### src/rtl/tetris_pkg.sv
// Shared types and constants for the line/level tracking path.
// Holds the tracker state encoding and the game-wide limits.
package tetris_pkg;

    typedef enum logic [1:0] {
        IDLE,
        ADD,
        NOTIFY,
        HOLD
    } lvl_state_t;

    localparam int LVL_MAX         = 63;
    localparam int LINES_MAX       = 999;
    localparam int BCD_CONV_CYCLES = 12;
    localparam int MAX_CLEAR       = 4;

    function automatic logic [2:0] clamp_clear(input logic [2:0] cnt);
        return (cnt > 3'(MAX_CLEAR)) ? 3'(MAX_CLEAR) : cnt;
    endfunction

endpackage

### src/rtl/lines_level_tracker_if.sv
// Line-clear batch handshake between the playfield and the tracker.
// The playfield side drives the batch; the tracker answers with ready.
interface lines_level_tracker_if;

    logic       clr_valid;
    logic [2:0] clr_count;
    logic       clr_ready;

    modport master (
        output clr_valid,
        output clr_count,
        input  clr_ready
    );

    modport slave (
        input  clr_valid,
        input  clr_count,
        output clr_ready
    );

endinterface

### src/rtl/lines_level_tracker.sv
// Serial line counter and level tracker feeding the level BCD converter.
// Level only moves outside HOLD so the converter sees a stable input.
module lines_level_tracker #(
    parameter int LVL_MAX     = tetris_pkg::LVL_MAX,
    parameter int LINES_MAX   = tetris_pkg::LINES_MAX,
    parameter int CONV_CYCLES = tetris_pkg::BCD_CONV_CYCLES
) (
    input  logic                 clk,
    input  logic                 rst_n,
    input  logic                 game_start,
    input  logic [5:0]           start_level,
    lines_level_tracker_if.slave clr,
    output logic [9:0]           lines,
    output logic [5:0]           level,
    output logic                 gen,
    output logic                 lvl_up
);

    import tetris_pkg::*;

    localparam logic [9:0] LINES_TOP = 10'(LINES_MAX);
    localparam logic [5:0] LVL_TOP   = 6'(LVL_MAX);
    localparam logic [3:0] HOLD_LAST = 4'(CONV_CYCLES - 1);

    lvl_state_t state;
    logic [3:0] dec;
    logic [2:0] rem;
    logic       chg;
    logic [3:0] hold_cnt;

    logic [5:0] start_clamp;
    logic [2:0] batch;
    logic       accept;
    logic       at_top;
    logic       dec_wrap;
    logic       lvl_step;
    logic       chg_nxt;
    logic       last_line;

    assign start_clamp = (start_level > LVL_TOP) ? LVL_TOP : start_level;
    assign batch       = clamp_clear(clr.clr_count);
    assign accept      = clr.clr_valid & clr.clr_ready;

    // Once the line total saturates, further lines leave dec and level alone.
    assign at_top    = (lines == LINES_TOP);
    assign dec_wrap  = (dec == 4'd9);
    assign lvl_step  = !at_top && dec_wrap && (level != LVL_TOP);
    assign chg_nxt   = chg | lvl_step;
    assign last_line = (rem == 3'd1);

    always_ff @(posedge clk or negedge rst_n) begin
        if (!rst_n) begin
            state         <= IDLE;
            lines         <= '0;
            level         <= '0;
            dec           <= '0;
            rem           <= '0;
            chg           <= 1'b0;
            hold_cnt      <= '0;
            gen           <= 1'b0;
            lvl_up        <= 1'b0;
            clr.clr_ready <= 1'b1;
        end else begin
            gen    <= 1'b0;
            lvl_up <= 1'b0;
            if (game_start) begin
                lines         <= '0;
                dec           <= '0;
                level         <= start_clamp;
                rem           <= '0;
                chg           <= 1'b1;
                hold_cnt      <= '0;
                gen           <= 1'b1;
                clr.clr_ready <= 1'b0;
                state         <= NOTIFY;
            end else begin
                unique case (state)
                    IDLE: begin
                        if (accept) begin
                            rem           <= batch;
                            chg           <= 1'b0;
                            clr.clr_ready <= 1'b0;
                            state         <= (batch == 3'd0) ? NOTIFY : ADD;
                        end
                    end
                    ADD: begin
                        if (!at_top) begin
                            lines <= lines + 10'd1;
                            dec   <= dec_wrap ? 4'd0 : dec + 4'd1;
                            if (lvl_step)
                                level <= level + 6'd1;
                        end
                        chg <= chg_nxt;
                        rem <= rem - 3'd1;
                        // gen/lvl_up are registered, so raise them on NOTIFY entry
                        if (last_line) begin
                            state  <= NOTIFY;
                            gen    <= chg_nxt;
                            lvl_up <= chg_nxt;
                        end
                    end
                    NOTIFY: begin
                        if (chg) begin
                            hold_cnt <= HOLD_LAST;
                            state    <= HOLD;
                        end else begin
                            clr.clr_ready <= 1'b1;
                            state         <= IDLE;
                        end
                    end
                    HOLD: begin
                        if (hold_cnt == 4'd0) begin
                            clr.clr_ready <= 1'b1;
                            state         <= IDLE;
                        end else begin
                            hold_cnt <= hold_cnt - 4'd1;
                        end
                    end
                    default: state <= IDLE;
                endcase
            end
        end
    end

endmodule

### src/flat_wrapper.sv
// flat-port wrapper written by rule: the top's interface ports become plain ports
module lines_level_tracker_flat import tetris_pkg::*;
#(
    parameter int LVL_MAX     = tetris_pkg::LVL_MAX,
    parameter int LINES_MAX   = tetris_pkg::LINES_MAX,
    parameter int CONV_CYCLES = tetris_pkg::BCD_CONV_CYCLES
)
  (clk, rst_n, game_start, start_level, lines, level, gen, lvl_up, clr_clr_valid, clr_clr_count, clr_clr_ready);
  lines_level_tracker_if clr_i ();
  input  logic clk;
  input  logic rst_n;
  input  logic game_start;
  input  logic [5:0] start_level;
  output logic [9:0] lines;
  output logic [5:0] level;
  output logic gen;
  output logic lvl_up;
  input wire logic [$bits(clr_i.clr_valid)-1:0] clr_clr_valid;
  input wire logic [$bits(clr_i.clr_count)-1:0] clr_clr_count;
  output wire logic [$bits(clr_i.clr_ready)-1:0] clr_clr_ready;
  assign clr_i.clr_valid = clr_clr_valid;
  assign clr_i.clr_count = clr_clr_count;
  assign clr_clr_ready = clr_i.clr_ready;
  lines_level_tracker #(.LVL_MAX(LVL_MAX), .LINES_MAX(LINES_MAX), .CONV_CYCLES(CONV_CYCLES)) u_core (.clk(clk), .rst_n(rst_n), .game_start(game_start), .start_level(start_level), .clr(clr_i), .lines(lines), .level(level), .gen(gen), .lvl_up(lvl_up));
endmodule
### config.mk
export PLATFORM = sky130hd
export DESIGN_NAME = lines_level_tracker_flat
export DESIGN_NICKNAME = d
export VERILOG_FILES = /design/src/rtl/tetris_pkg.sv /design/src/rtl/lines_level_tracker_if.sv /design/src/rtl/lines_level_tracker.sv /design/src/flat_wrapper.sv
export SDC_FILE = /design/constraint.sdc
export NUM_CORES = 1
export LEC_CHECK = 0
export CAP_MARGIN = 20
export CELL_PAD_IN_SITES_DETAIL_PLACEMENT = 2
export CELL_PAD_IN_SITES_GLOBAL_PLACEMENT = 2
export CORE_MARGIN = 3
export CORE_UTILIZATION = 36
export DETAILED_ROUTE_END_ITERATION = 7
export HOLD_SLACK_MARGIN = 0.02
export PLACE_DENSITY = 0.92
export REMOVE_ABC_BUFFERS = 1
export SETUP_SLACK_MARGIN = 0.3
export SLEW_MARGIN = 15
export SYNTH_ARGS = -nofsm -noshare
export SYNTH_HDL_FRONTEND = slang
export SYNTH_SLANG_ARGS = --single-unit
### constraint.sdc
create_clock -name clk -period 4.6 [get_ports clk]
set_clock_uncertainty 0.2 [all_clocks]
set_input_delay 0.69 -clock clk [delete_from_list [all_inputs] [get_ports clk]]
set_output_delay 0.69 -clock clk [all_outputs]
set_load 0.01 [all_outputs]
==> reports/results.ini, run 1 <==
[yosys]
synth_cell_type_count = 54
async_flop_share_pct = 100
synth-simple-area-share_pct = 20.6
ys.flop_type = dfrtp_1
yosys_register_bits = 33
syn_area_per_cell_um2 = 9.64
synth_compound_gate_area_share_pct = 20.5
yosysWarnings = 0
synth_top_family_by_area = simple AND/OR/NAND/NOR gates
synthCells = 212
syn-cell-area_um2 = 2040
synth_edf_count = 0
synth-xor-area-share_pct = 2.57
yosysSeqAreaShare_pct = 40.5
synth_fa_ha_area_share_pct = 7.96
muxShareOfSynthArea_pct = 2.69

[timing]
slew_violations = 0
min_period_ns = 2.75
fin_tns_setup_ns = 0
hold_violations = 0
timing.hold.ws_ns = 0.301
fmax_ghz = 0.364
worst_slew_pin_slew_ns = 0.823
finalWorstSetupSlack_ns = 1.85
setup_viol = 0
rsz0062_at_grt = false
slew_headroom_pct = 45.2
min_period_over_period_pct = 59.8

[cells_and_area]
mostFrequentLayoutCells = dfrtp_1 (32), clkdlybuf4s50_1 (31), inv_1 (15), nand2_1 (15), nor2_1 (15)
syn_to_final_growth_pct = 22.7
final_common_cell = dfrtp_1
fin_util_pct = 47.3
nets = 271
drive_gt1_share_pct = 11.0
final_area_um2 = 2510
diodes = 0
fillers = 555

[grt]
grt_pass1_vias = 1912
grt_max_degree = 34
antenna_found_initial = 0
globalRouteOverflowTotal = 0
grt_util_all_layers_pct = 18.8
grt_pass1_wl_mm = 9.60

[floorplan]
ioPinCount = 32
rows = 26
initial_core_util_pct = 38.5
coreArea_um2 = 5300
die_area_um2 = 6620
die_y_um = 81.3
die_w_um = 81.3

[clocking]
numClockSinks = 33
cts.path.max_buffers = 2
cts.hold.buffers_added = 0
clk_pin_slew_ns = 0.07
post_cts_buffers = 0
cts_tree = yes
clkLatencyLatePin_ns = 0.29
cts_inserted_buffers = 5
cts_root_buf = clkbuf_8
ctsHtreeMaxLevel = 2
cts_repair_resize_count = 0

[pwr]
power.share.sequential_pct = 38.2
ir_drop_v = 0.000148
p_leak_uw = 0.000974
clkPwrFrac_pct = 24.9
p_comb_share_pct = 37.0
p_int_uw = 629
switchingPower_uw = 365
switching_share_pct = 36.7
power_density_nw_per_um2 = 396

[hold_path]
holdPathStages = 2
min_path_type = reg2reg
min_from = u_core.rem[1]
hold_end = u_core.rem[1]

[placement]
io_buffers = 31
post-place-ws_ns = 1.62
dp_hpwl_mm = 4.00
place_area_um2 = 2400
place_congestion = 0.772

[worst_setup_path]
critPathSlowestCell = clkdlybuf4s50_1
regToRegEndpoint = u_core.level[5]
cp_max_fo = 18
path_buf_inv = 2
startpoint_type = input pin
r2r-start = u_core.state[1]
max_stage_delay_ns = 0.79
reg2reg_slack_ns = 2.08
crit_arrival_ns = 2.72
r2r.worst_path.cells = 5
cp-end-kind = flop
path_cells = clkdlybuf4s50_1, buf_4, nand2b_1, o22ai_2, mux2_2
path_class = in2reg
critPathTopFamily = buffers and inverters
cp_data_required_time_ns = 4.57

[route]
first_pass_iters = 4
drt_iter0_markers = 63
viasPerCell = 5.56
drc = 0
drtAntennaViolNets = 0
drt-total-wl_mm = 5.59
vias = 1758
wl_per_cell_um = 17.7

[flow_run]
maxCapViolCount = 0

[outcome]
outcome = complete, no violations

[worst max path at each step]
stage               slack, ns            start                  to  depth (start not counted)
floorplan                2.39  u_core.state[1]       u_core.rem[2]                          6
detailed placement       1.62       game_start  u_core.hold_cnt[3]                          6
global route             1.67       game_start  u_core.hold_cnt[3]                          6
global placement         1.71       game_start  u_core.hold_cnt[0]                          5
CTS                      1.83       game_start  u_core.hold_cnt[3]                          6
finish                   1.85       game_start  u_core.hold_cnt[0]                          5
[logic make-up (layout without fill, tap and decap cells)]
family                     count (synthesis)  in the layout
and+or+nand+nor                           74             74
DFF                                       33             33
adders and majority gates                 13             13
buffers and inverters                     22             56
muxes                                      5              5
xor gates and xnor gates                   6              6
AOI/OAI and AO/OA                         59             59
[worst min-delay path: stages, from the launching register on]
cell	delay (ns)
dfrtp_1	0.35
nand2_1	0.05
o21ai_0	0.06
[synth_stat cells (all sizes together), types with 5 or more instances]
| cell type | count | area share (%) |
|---|---|---|
| or3 | 6 | 1.9 |
| a21oi | 13 | 3.2 |
| nand3 | 9 | 2.4 |
| or4 | 5 | 1.8 |
| nor2 | 15 | 2.8 |
| a31oi | 6 | 1.8 |
| ha | 13 | 8.0 |
| nand2 | 15 | 2.8 |
| dfrtp | 32 | 39 |
| nor3 | 5 | 1.2 |
| inv | 15 | 2.8 |
| o31ai | 6 | 2.9 |
| o21ai | 15 | 3.9 |
[metrics by stage]
stage               power, µW  std cells
floorplan                 621        205
global placement          725        308
detailed placement        749        308
CTS                      1010        316
global route             1070        316
finish                    993        316
[per-layer routing]
metal | up-vias | global-route usage, % | wire length, µm
met5 | - | 0 | 0
met4 | 0 | 4.56 | 51
met3 | 6 | 3.88 | 180
met2 | 31 | 32.6 | 2780
met1 | 885 | 23.7 | 2570
li1 | 836 | - | -
[layout make-up]
class	count	area, µm²	area share (%)
timing repair buffer	33	325	13.0
clock buffer	7	96.3	3.84
tap	70	87.6	3.49
inverter	15	56.3	2.25
multi-input combinational	157	1110	44.2
sequential	33	827	33.0
clock inverter	1	5.00	0.200
[power by group through the flow]
stage / registers, µW / logic (µW) / clock network [µW]
2_1_floorplan: 376 / 245 / 0
3_3_place_gp: 378 / 346 / 0
3_5_place_dp: 384 / 365 / 0
4_1_cts: 379 / 375 / 253
5_1_grt: 387 / 417 / 269
6_report: 379 / 367 / 247
[flip-flops by register name (all words and copies together) (netlist names)]
signal,flops
u_core.state,2
u_core.rem,3
u_core.clr.clr_ready,1
u_core.gen,1
u_core.hold_cnt,4
u_core.chg,1
u_core.lines,10
u_core.lvl_up,1
u_core.dec,4
u_core.level,6
Note: power is estimated with default switching activity, not from simulation.
==> inputs of run 2 (changes only) <==
--- a/config.mk
+++ b/config.mk
@@ -9,10 +9,10 @@
 export CELL_PAD_IN_SITES_DETAIL_PLACEMENT = 2
 export CELL_PAD_IN_SITES_GLOBAL_PLACEMENT = 2
 export CORE_MARGIN = 3
-export CORE_UTILIZATION = 36
+export CORE_UTILIZATION = 30
 export DETAILED_ROUTE_END_ITERATION = 7
 export HOLD_SLACK_MARGIN = 0.02
-export PLACE_DENSITY = 0.92
+export PLACE_DENSITY = 0.82
 export REMOVE_ABC_BUFFERS = 1
 export SETUP_SLACK_MARGIN = 0.3
 export SLEW_MARGIN = 15
==> constraint.sdc (replaced) <==
create_clock -name clk -period 2.5 [get_ports clk]
set_clock_uncertainty 0.2 [all_clocks]
set_input_delay 0.375 -clock clk [delete_from_list [all_inputs] [get_ports clk]]
set_output_delay 0.375 -clock clk [all_outputs]
set_load 0.01 [all_outputs]
==> run 2 against run 1 <==
Combinational power increased by 95%. Register-to-register slack got worse by 1.7 ns. Clock power is 70% higher. Critical path depth up 1. Non-clock buffer count is 4 higher. Critical endpoint is now u_core.state[1]. Flip-flop and latch count did not move. Clock-buffer cell count unchanged. Hold slack got worse by 0.0078 ns. Worst setup slack got worse by 1.5 ns. Global-route usage down 3.1 points. Final cell count up 3.2%. Sequential share of layout area down 0.53 points.
==> reports/results.ini, run 2 (synthesis results as in run 1) <==
[cells_and_area]
final_area_um2 = 2550
seqCellArea_um2 = 827
diodes = 0
final_common_cell = dfrtp_1
fillers = 726
fin_util_pct = 39.4
mostFrequentLayoutCells = dfrtp_1 (32), clkdlybuf4s50_1 (31), inv_1 (15), nor2_1 (15), nand2_1 (14)
syn_to_final_growth_pct = 24.7
regMostFlops = u_core.lines
drive_gt1_share_pct = 13.3
nets = 275
multi_input_area_um2 = 1130
largest_reg_flops = 10
reg.largest.list = u_core.lines x10, u_core.level x6
final_cells = 326

[grt]
grt_pass1_wl_mm = 9.60
grt_pass1_vias = 1888
globalRouteOverflowTotal = 0
grt_util_all_layers_pct = 15.7
grt_max_degree = 34
antenna_found_initial = 0

[worst_setup_path]
r2r-start = u_core.state[1]
path_class = reg2reg
regToRegEndpoint = u_core.state[1]
startpoint_type = flop
cp_data_required_time_ns = 2.46
cp_max_fo = 10
r2r.worst_path.cells = 6
crit_arrival_ns = 2.09
reg2reg_slack_ns = 0.37
cp-end-kind = flop

[route]
drt-total-wl_mm = 5.68
drt_iter0_markers = 73
wl_per_cell_um = 17.4
viasPerCell = 5.39
drtAntennaViolNets = 0
drc = 0
first_pass_iters = 4
vias = 1758

[floorplan]
die_area_um2 = 7840
die_y_um = 88.5
die_w_um = 88.5
ioPinCount = 32
rows = 29
initial_core_util_pct = 31.6
coreArea_um2 = 6460

[pwr]
switchingPower_uw = 677
switching_share_pct = 37.0
power_density_nw_per_um2 = 718
power.share.sequential_pct = 38.1
p_total_uw = 1830
p_comb_share_pct = 39.0
clkPwrFrac_pct = 22.9
ir_drop_v = 0.000372
p_int_uw = 1150
p_leak_uw = 0.000979

[timing]
min_period_over_period_pct = 85.1
rsz0062_at_grt = true
fmax_ghz = 0.470
min_period_ns = 2.13
fin_tns_setup_ns = 0
hold_violations = 0
setup_viol = 0
slew_violations = 0
worst_slew_pin_slew_ns = 0.514
slew_headroom_pct = 65.7

[placement]
io_buffers = 31
dp_hpwl_mm = 4.17
place_area_um2 = 2440
place_congestion = 0.757
place_inst = 319

[flow_run]
maxCapViolCount = 0

[outcome]
outcome = complete, no violations

[hold_path]
hold_end = u_core.rem[1]
min_path_type = reg2reg
min_from = u_core.rem[1]
holdPathStages = 2

[clocking]
cts_tree = yes
cts_inserted_buffers = 5
numClockSinks = 33
cts.path.max_buffers = 2
ctsHtreeMaxLevel = 2
clk_pin_slew_ns = 0.07
clkLatencyLatePin_ns = 0.28
cts_root_buf = clkbuf_8

## run 2: cell count changes in the layout (fill, tap and decap cells not counted), sizes merged
cell and change:
buf +4, clkinv -1
## run 2: metal layers
metal / global-route usage [%] / part of all wire (%) / vias up
met3: 2.79 / 2.5 / 2
li1: - / - / 845
met1: 20.8 / 47 / 887
met5: 0 / 0 / -
met4: 3.30 / 0.46 / 0
met2: 27.0 / 50 / 24
## run 2: cell type report
| cell class | count | share of cell area (%) |
|---|---|---|
| repair buffers | 37 | 13.9 |
| flip-flops and latches | 33 | 32.5 |
| well taps | 77 | 3.78 |
| multi-input cells | 157 | 44.2 |
| inverters | 15 | 2.21 |
| clock buffers | 7 | 3.39 |
## run 2: how the worst max path moves through the flow
stage | depth (start not counted) | slack, ns | to | startpoint
2_1_floorplan | 6 | 0.29 | u_core.rem[2] | u_core.state[1]
3_3_place_gp | 4 | 0.27 | u_core.hold_cnt[2] | game_start
3_5_place_dp | 4 | 0.19 | u_core.hold_cnt[2] | game_start
4_1_cts | 6 | 0.32 | u_core.hold_cnt[3] | u_core.state[0]
5_1_grt | 6 | 0.25 | u_core.hold_cnt[3] | u_core.state[0]
6_report | 6 | 0.37 | u_core.state[1] | u_core.state[1]
## run 2: power by group through the flow
stage	clock [µW]	sequential (µW)	combinational, µW
after detailed placement	0	705	695
after floorplan	0	692	451
after CTS	436	697	712
final	419	697	714
after global placement	0	700	658
after global routing	452	712	814
## run 2: what timing repair did
| action | 4_1_cts | 5_1_grt |
|---|---|---|
| resized for setup | 2 | 3 |
| setup endpoints to repair | 5 | 6 |
| hold buffers | 0 | 0 |
| gates cloned | 0 | 0 |
| endpoints found under the hold margin | 0 | 0 |
| setup buffers | 0 | 0 |
## run 2: stage by stage
stage,hold WS [ns],worst slack [ns]
2_1_floorplan,-0.121,0.294
3_3_place_gp,0.274,0.269
3_5_place_dp,0.290,0.190
4_1_cts,0.305,0.315
5_1_grt,0.331,0.253
6_report,0.293,0.373
## run 2: worst max-delay path, stage by stage, from the launching register on
cell	delay, ns
dfrtp_1	0.41
inv_1	0.13
ha_2	0.31
buf_4	0.22
a22oi_1	0.11
a21oi_1	0.27
mux2_2	0.36
==> inputs of run 3 (changes only) <==
--- a/config.mk
+++ b/config.mk
@@ -8,7 +8,7 @@
 export CAP_MARGIN = 20
 export CELL_PAD_IN_SITES_DETAIL_PLACEMENT = 2
 export CELL_PAD_IN_SITES_GLOBAL_PLACEMENT = 2
-export CORE_MARGIN = 3
+export CORE_MARGIN = 8
 export CORE_UTILIZATION = 30
 export DETAILED_ROUTE_END_ITERATION = 7
 export HOLD_SLACK_MARGIN = 0.02
==> run 3 against run 2 <==
Via count up 1.2%. Sequential power about the same. Final cell count up 3.4%. Sequential share of layout area down 0.87 points. Critical endpoint is now u_core.level[3]. Worst setup slack worse by 0.019 ns. Non-clock buffer count up 7. Register-to-register slack worse by 0.02 ns. Combinational power up 6.2%.
==> reports/results.ini, run 3 (synthesis results as in run 1) <==
[outcome]
outcome = complete, no violations

[cells_and_area]
final_cells = 337
largest_reg_flops = 10
syn_to_final_growth_pct = 28.3
mostFrequentLayoutCells = clkdlybuf4s50_1 (31), dfrtp_1 (31), inv_1 (15), nor2_1 (15), nand2_1 (14)
drive_gt1_share_pct = 17.1
regMostFlops = u_core.lines
fillers = 746
reg.largest.list = u_core.lines x10, u_core.level x6
diodes = 0
nets = 282

[floorplan]
ioPinCount = 32
rows = 30
die_w_um = 98.5
die_area_um2 = 9710
coreArea_um2 = 6680
initial_core_util_pct = 30.6
die_y_um = 98.5

[grt]
antenna_found_initial = 0
globalRouteOverflowTotal = 0
grt_pass1_vias = 2028
grt_max_degree = 34
grt_pass1_wl_mm = 10.6
grt_util_all_layers_pct = 13.5

[worst_setup_path]
max_stage_delay_ns = 0.50
critPathSlowestCell = or4_1
path_buf_inv = 1
regToRegEndpoint = u_core.level[3]
path_cells = ha_1, nand2_2, o31ai_4, buf_2, or4_1, a31oi_1
reg2reg_slack_ns = 0.35
critPathTopFamily = simple AND/OR/NAND/NOR gates
crit_arrival_ns = 2.16
cp_data_required_time_ns = 2.52
path_class = reg2reg
r2r-start = u_core.lines[0]
cp-end-kind = flop
r2r.worst_path.cells = 6
cp_max_fo = 8
startpoint_type = flop

[timing]
slew_violations = 0
hold_violations = 0
fmax_ghz = 0.466
timing.hold.ws_ns = 0.309
slew_headroom_pct = 69.2
min_period_over_period_pct = 85.8
min_period_ns = 2.15
setup_viol = 0
worst_slew_pin_slew_ns = 0.463
fin_tns_setup_ns = 0
rsz0062_at_grt = true
finalWorstSetupSlack_ns = 0.354

[pwr]
p_leak_uw = 0.00102
power.share.sequential_pct = 36.4
clkPwrFrac_pct = 24.0
p_total_uw = 1920
switchingPower_uw = 706
switching_share_pct = 36.9
p_int_uw = 1210
p_comb_share_pct = 39.6
ir_drop_v = 0.000273
power_density_nw_per_um2 = 731

[route]
drt-total-wl_mm = 6.19
drc = 0
first_pass_iters = 2
vias = 1779
drt_iter0_markers = 42
drtAntennaViolNets = 0
wl_per_cell_um = 18.4
viasPerCell = 5.28

[placement]
place_inst = 323
io_buffers = 31
dp_hpwl_mm = 4.37
post-place-ws_ns = 0.207
place_congestion = 0.760

[clocking]
cts_tree = yes
numClockSinks = 33
cts_root_buf = clkbuf_8
cts.path.max_buffers = 2
clk_pin_slew_ns = 0.08
clkLatencyLatePin_ns = 0.29
ctsHtreeMaxLevel = 2
cts_inserted_buffers = 5

[hold_path]
min_path_type = in2async

[flow_run]
maxCapViolCount = 0

[run 3: how the worst max path moves through the flow]
stage | to | cells after the start | start
after CTS | u_core.state[1] | 6 | u_core.state[1]
after global routing | u_core.level[3] | 6 | u_core.lines[0]
after global placement | u_core.hold_cnt[0] | 5 | game_start
final | u_core.level[3] | 6 | u_core.lines[0]
after detailed placement | u_core.hold_cnt[3] | 6 | game_start
after floorplan | u_core.rem[2] | 6 | u_core.state[1]
[run 3: power groups by stage]
| stage | Clock, µW | Sequential, µW | Combinational [µW] |
|---|---|---|---|
| floorplan | 0 | 692 | 451 |
| global placement | 0 | 701 | 658 |
| detailed placement | 0 | 708 | 697 |
| CTS | 481 | 698 | 726 |
| global route | 506 | 713 | 853 |
| finish | 460 | 698 | 758 |
[run 3: layout make-up]
cell class                      instances  area (µm²)  area share, %
Clock buffer                            7        96.3           3.68
Timing Repair Buffer                   44         405           15.5
Sequential cell                        33         828           31.6
Tap cell                               80         100           3.82
Multi-Input combinational cell        157        1130           43.1
Inverter                               15        56.3           2.15
Clock inverter                          1        5.00          0.191
[run 3: timing repair]
action,in CTS,in global routing
gates cloned,0,0
buffers inserted,4,2
hold endpoints to repair,0,0
hold buffers,0,0
gates resized for setup,0,8
endpoints found under the setup margin,6,12
pin swaps,2,1
[run 3: metal layers]
| layer | part of all wire [%] | wire, µm | up-vias | track usage (%) |
|---|---|---|---|---|
| met1 | 46 | 2830 | 896 | 15.8 |
| met3 | 3.6 | 220 | 7 | 3.45 |
| met2 | 49 | 3050 | 23 | 23.3 |
| met5 | 0 | 0 | - | 0 |
| li1 | - | - | 853 | - |
| met4 | 1.3 | 83 | 0 | 4.60 |
[run 3: worst reg2reg max path, stage by stage (launching register included)]
cell     delay (ns)
dfrtp_2        0.44
ha_1           0.26
nand2_2        0.15
o31ai_4        0.14
buf_2          0.20
or4_1          0.51
a31oi_1        0.18
[run 3: through the flow]
stage,util [%],instance area [µm²]
CTS,38.7,2590
detailed placement,36.7,2450
global placement,36.7,2450
global route,39.2,2620
floorplan,-,1990
finish,39.2,2620
